--- src/rtl/sqrt_div_sequencer.sv ---
// Control FSM for the shared R/Q shift-register datapath. It sequences a
// non-restoring integer divide or square root and holds only state, the
// iteration counter and the latched op.
module sqrt_div_sequencer #(
    parameter int WORD_LENGTH = 16
) (
    input  logic clk,
    input  logic reset,
    input  logic start,
    input  logic op,
    input  logic div_zero,
    input  logic res_sign,
    input  logic r_sign,
    output logic busy,
    output logic done,
    output logic error,
    output logic d_load,
    output logic r_load,
    output logic r_shift,
    output logic r_snum,
    output logic r_sync_reset,
    output logic q_load,
    output logic q_shift,
    output logic q_snum,
    output logic alu_sub,
    output logic q_bit
);
    localparam int CNT_W = $clog2(WORD_LENGTH) + 1;
    localparam logic [CNT_W-1:0] N_DIV   = CNT_W'(WORD_LENGTH);
    localparam logic [CNT_W-1:0] N_SQRT  = CNT_W'(WORD_LENGTH / 2);
    localparam logic [CNT_W-1:0] CNT_ONE = CNT_W'(1);

    localparam logic [2:0] S_IDLE    = 3'd0;
    localparam logic [2:0] S_LOAD    = 3'd1;
    localparam logic [2:0] S_SHIFT   = 3'd2;
    localparam logic [2:0] S_UPDATE  = 3'd3;
    localparam logic [2:0] S_CORRECT = 3'd4;
    localparam logic [2:0] S_DONE    = 3'd5;

    logic [2:0]       r_state;
    logic [2:0]       w_next_state;
    logic [CNT_W-1:0] r_cnt;
    logic             r_op;
    logic             r_error;

    // Next-state selection; the counter guard uses <= so a corrupted zero count still exits.
    always_comb begin
        w_next_state = S_IDLE;
        case (r_state)
            S_IDLE: begin
                if (start) w_next_state = S_LOAD;
                else       w_next_state = S_IDLE;
            end
            S_LOAD: begin
                if (!r_op && div_zero) w_next_state = S_DONE;
                else                   w_next_state = S_SHIFT;
            end
            S_SHIFT:   w_next_state = S_UPDATE;
            S_UPDATE: begin
                if (r_cnt <= CNT_ONE) w_next_state = S_CORRECT;
                else                  w_next_state = S_SHIFT;
            end
            S_CORRECT: w_next_state = S_DONE;
            S_DONE:    w_next_state = S_IDLE;
            default:   w_next_state = S_IDLE;
        endcase
    end

    // State, iteration counter, latched op and sticky divide-by-zero flag.
    always_ff @(posedge clk) begin
        if (reset) begin
            r_state <= S_IDLE;
            r_cnt   <= '0;
            r_op    <= 1'b0;
            r_error <= 1'b0;
        end else begin
            r_state <= w_next_state;
            case (r_state)
                S_IDLE: begin
                    if (start) begin
                        r_op    <= op;
                        r_error <= 1'b0;
                    end
                end
                S_LOAD: begin
                    r_cnt <= r_op ? N_SQRT : N_DIV;
                    if (!r_op && div_zero) r_error <= 1'b1;
                end
                S_UPDATE: r_cnt <= r_cnt - CNT_ONE;
                default: ;
            endcase
        end
    end

    // Datapath controls decoded from the state register; sign-driven terms stay combinational.
    always_comb begin
        busy         = (r_state != S_IDLE);
        done         = 1'b0;
        error        = r_error;
        d_load       = 1'b0;
        r_load       = 1'b0;
        r_shift      = 1'b0;
        r_snum       = 1'b0;
        r_sync_reset = 1'b0;
        q_load       = 1'b0;
        q_shift      = 1'b0;
        q_snum       = 1'b0;
        alu_sub      = 1'b0;
        q_bit        = 1'b0;
        case (r_state)
            S_LOAD: begin
                d_load       = 1'b1;
                q_load       = 1'b1;
                r_load       = 1'b1;
                r_sync_reset = 1'b1;
            end
            S_SHIFT: begin
                r_shift = 1'b1;
                q_shift = 1'b1;
                r_snum  = r_op;
                q_snum  = r_op;
            end
            S_UPDATE: begin
                r_load  = 1'b1;
                q_load  = 1'b1;
                r_shift = 1'b1;
                q_shift = 1'b1;
                r_snum  = r_op;
                q_snum  = r_op;
                alu_sub = ~r_sign;
                q_bit   = ~res_sign;
            end
            S_CORRECT: begin
                if (r_sign) r_load = 1'b1;
                else        r_load = 1'b0;
                alu_sub = 1'b0;
            end
            S_DONE:  done = 1'b1;
            default: busy = 1'b0;
        endcase
    end

endmodule
--- config.mk ---
export PLATFORM = sky130hd
export DESIGN_NAME = sqrt_div_sequencer
export DESIGN_NICKNAME = d
export VERILOG_FILES = /design/src/rtl/sqrt_div_sequencer.sv
export SDC_FILE = /design/constraint.sdc
export NUM_CORES = 1
export LEC_CHECK = 0
export CAP_MARGIN = 10
export CORE_MARGIN = 5
export CORE_UTILIZATION = 35
export CTS_CLUSTER_SIZE = 40
export DETAILED_ROUTE_END_ITERATION = 10
export PLACE_DENSITY = 0.66
export RECOVER_POWER = 50
export SLEW_MARGIN = 5
export SYNTH_ARGS = -nofsm -noshare
export SYNTH_HDL_FRONTEND = slang
export SYNTH_SLANG_ARGS = --single-unit
export TNS_END_PERCENT = 50
--- constraint.sdc ---
create_clock -name clk -period 1.2 [get_ports clk]
set_input_delay 0.24 -clock clk [delete_from_list [all_inputs] [get_ports clk]]
set_output_delay 0.24 -clock clk [all_outputs]
set_load 0.03 [all_outputs]
==> flow_metrics.py <==
metrics = {
    "clocking": {
        "tritoncts": "done",
        "clk_transition_reported_paths_ns": 0.07,
        "htree_num_levels": 1,
        "clock_tree.root_cell": "sky130_fd_sc_hd__clkbuf_4",
        "cts_sinks": 10,
        "clock_latency_ns": 0.27,
        "numCtsBuffers": 3,
        "cts_max_path_buffers": 2,
    },
    "power_and_ir_drop": {
        "comb_power_share_pct": 50.0,
        "p_sw_w": 0.0005009,
        "cell_internal_pwr_w": 0.0008550,
        "static-leakage-power_nw": 0.4239,
        "sw_frac_of_total_pct": 36.94,
        "peakVddDrop_uv": 537.4,
        "p_clk_share_pct": 18.4,
        "post-layout-total-power_w": 0.001356,
        "power.density_cell_area_nw_per_um2": 1315,
        "power.share.sequential_pct": 31.7,
    },
    "sta": {
        "hold_viol": 0,
        "max_freq_mhz": 708.7,
        "setup_slack_ns": -0.2110,
        "relSlewSlack_pct": 75.91,
        "report.final.setup_viol": 15,
        "hold_slack_ns": 0.4978,
        "clock_skew_ns": 0.002682,
        "worst_slew_pin_slew_ns": 0.3585,
        "finalMaxSlewViolations": 0,
        "final_cycle_utilization_of_the_critical_path_pct": 117.6,
        "final.min_clock_period_ns": 1.411,
        "grt_setup_unrepaired": "true",
    },
    "layout": {
        "design_area_sq_um": 1031,
        "antennaDiodeCount": 0,
        "finish.utilization_pct": 61.04,
        "drive_gt1_share_pct": 45.45,
        "finalNetCount": 120,
        "syn_to_final_growth_pct": 68.16,
    },
    "run_status": {
        "status": "finished, violations left",
        "failed_checks": "negative setup slack",
    },
    "floorplanning": {
        "initial_core_util_pct": 36.30,
        "number_of_standard_cell_rows_in_the_floorplan": 15,
        "die_height_um": 51.86,
        "core_region_area_sq_um": 1689,
        "io_pins": 20,
        "die_w_um": 51.86,
        "design.die.area_sq_um": 2689,
    },
    "global_route": {
        "grt_first_pass_wirelength_mm": 2.691,
        "grt_overflow_total": 0,
        "number_of_antenna_violations_at_the_first_check_in_global_routing": 0,
        "vias_in_the_first_global_route": 628,
        "grtUsageTotal_pct": 13.47,
        "grt_start_max_net_pins": 10,
    },
    "routing": {
        "wire_per_inst_um": 12.17,
        "violation_count_after_the_first_detailed_routing_iteration": 13,
        "route.detailed.drc": 0,
        "route.final.wire_length_mm": 1.545,
        "antenna_left": 0,
        "drt_pass1_iterations": 4,
        "vias": 666,
        "avgViaCountPerCell": 5.244,
    },
    "synth": {
        "synth_seq_cells": 10,
        "postSynth.topFlopCell": "sky130_fd_sc_hd__dfxtp_1",
        "synth-edff-count": 0,
        "syn_avg_cell_area_sq_um": 8.067,
        "share_of_the_synthesized_area_in_the_top_cell_type_pct": 32.65,
        "yosys.cell_count.top_type": "sky130_fd_sc_hd__dfxtp_1",
        "synthesis.nets": 85,
        "ys_top_cells_by_count": "sky130_fd_sc_hd__dfxtp_1, sky130_fd_sc_hd__nor2_1, sky130_fd_sc_hd__a21oi_1",
        "yosysUniqueCellTypes": 32,
        "synthesis.yosys.warnings": 0,
        "async_flop_share_pct": 0,
        "seq_area_frac_synth_pct": 32.65,
        "synth.cell_area_sq_um": 613.1,
        "netlist.top_cell.by_area": "sky130_fd_sc_hd__dfxtp_1",
        "synthCells": 76,
        "netlist_top_cells_area": "sky130_fd_sc_hd__dfxtp_1, sky130_fd_sc_hd__a21oi_1, sky130_fd_sc_hd__nor2_1",
    },
    "run": {
        "timing.max_cap.violations": 0,
    },
    "critical_path": {
        "timing.critical_path.required_ns": 0.96,
        "cp.arrival_ns": 1.17,
        "critical_path_class": "flip-flop to output port",
        "critPathMaxFanout": 8,
        "worstSetupEndpointType": "output port",
        "startpoint_type": "flip-flop",
    },
    "placement": {
        "placed_area_sq_um": 849.6,
        "gp_routability_congestion": 0.7929,
        "dpl_worst_slack_ns": -0.1711,
        "numPortBuffers": 19,
        "place_hpwl_mm": 1.140,
    },
    "min_path": {
        "worstHoldPathType": "flip-flop to flip-flop",
    },
}
==> cells by family after synthesis <==
group                    Yosys count  share of synthesized area [%]
AND/OR/NAND/NOR                   33                          31.23
buffers and inverters             12                          10.81
adder cells (fa/ha/maj)            2                          4.081
AO/OA/AOI/OAI                     17                          17.96
flip-flops                        10                          32.65
multiplexers                       2                          3.265
==> cell usage in the layout (no fill, tap or decap), types with 3 or more instances in the layout <==
master                            count
sky130_fd_sc_hd__inv_1                4
sky130_fd_sc_hd__dfxtp_4              3
sky130_fd_sc_hd__buf_6               16
sky130_fd_sc_hd__clkdlybuf4s50_1      6
sky130_fd_sc_hd__dfxtp_1              6
sky130_fd_sc_hd__clkbuf_4             3
sky130_fd_sc_hd__nor2_1               7
sky130_fd_sc_hd__nand3_1              4
sky130_fd_sc_hd__buf_4               14
sky130_fd_sc_hd__nand2_1              3
sky130_fd_sc_hd__a21oi_1              6
==> power by group through the flow <==
| stage | logic [W] | registers [W] | clock network (W) |
|---|---|---|---|
| after detailed placement | 0.000507 | 0.000442 | 0 |
| final | 0.000677 | 0.000429 | 0.000249 |
| after global placement | 0.000505 | 0.000442 | 0 |
| after global routing | 0.000725 | 0.000438 | 0.000271 |
| after floorplan | 0.000378 | 0.000413 | 0 |
| after CTS | 0.000623 | 0.000426 | 0.000255 |
==> flip-flops by register name, indices dropped and copies added (netlist names) <==
name     count
error        1
r_op         1
r_cnt        5
r_state      3
==> layout make-up <==
type                            count  area [sq um]
Multi-Input combinational cell     54         399.1
Clock buffer                        4         26.28
Tap cell                           17         21.27
Sequential cell                    10         212.7
Fill cell                         151         658.1
Inverter                            5         21.27
Timing Repair Buffer               37         350.3
==> what timing repair did <==
item / in CTS / in global routing
hold buffers: 0 / 0
pin swaps: 4 / 4
setup endpoints to repair: 16 / 21
endpoints found under the hold margin: 0 / 0
gates resized for setup: 19 / 7
buffers inserted: 6 / 2
==> critical path, cell delays in order, from the launching register on <==
cell and delay [ns]:
sky130_fd_sc_hd__dfxtp_4 0.38, sky130_fd_sc_hd__buf_6 0.12, sky130_fd_sc_hd__nor2b_4 0.11, sky130_fd_sc_hd__and2_4 0.16
sky130_fd_sc_hd__buf_6 0.12
==> path summary, 6_finish.rpt <==
kind / start / to / slack [ns] / depth (start not counted)
worst min register to register: r_cnt[0] / r_cnt[0] / 0.50 / 2
worst max register to register: r_state[0] / r_cnt[3] / -0.06 / 5
worst min-delay path: r_cnt[0] / r_cnt[0] / 0.50 / 2
worst max-delay path: r_state[2] / q_snum / -0.21 / 4
==> routing by layer <==
layer	GRT usage [%]	share of wire (%)	vias to the layer above	routed length (um)
li1	-	-	336	-
met1	16.43	47	294	722
met2	20.92	45	32	688
met3	4.585	7.6	4	118
met4	6.550	0.97	0	15
met5	0	0	-	0
==> stage by stage <==
step | instances | TNS, ns
6_report | 127 | -2.122
5_1_grt | 127 | -3.237
3_3_place_gp | 115 | -0.7985
4_1_cts | 125 | -2.206
3_5_place_dp | 115 | -0.6819
2_1_floorplan | 76 | -0.5855
Note: power is estimated with default switching activity, not from simulation.
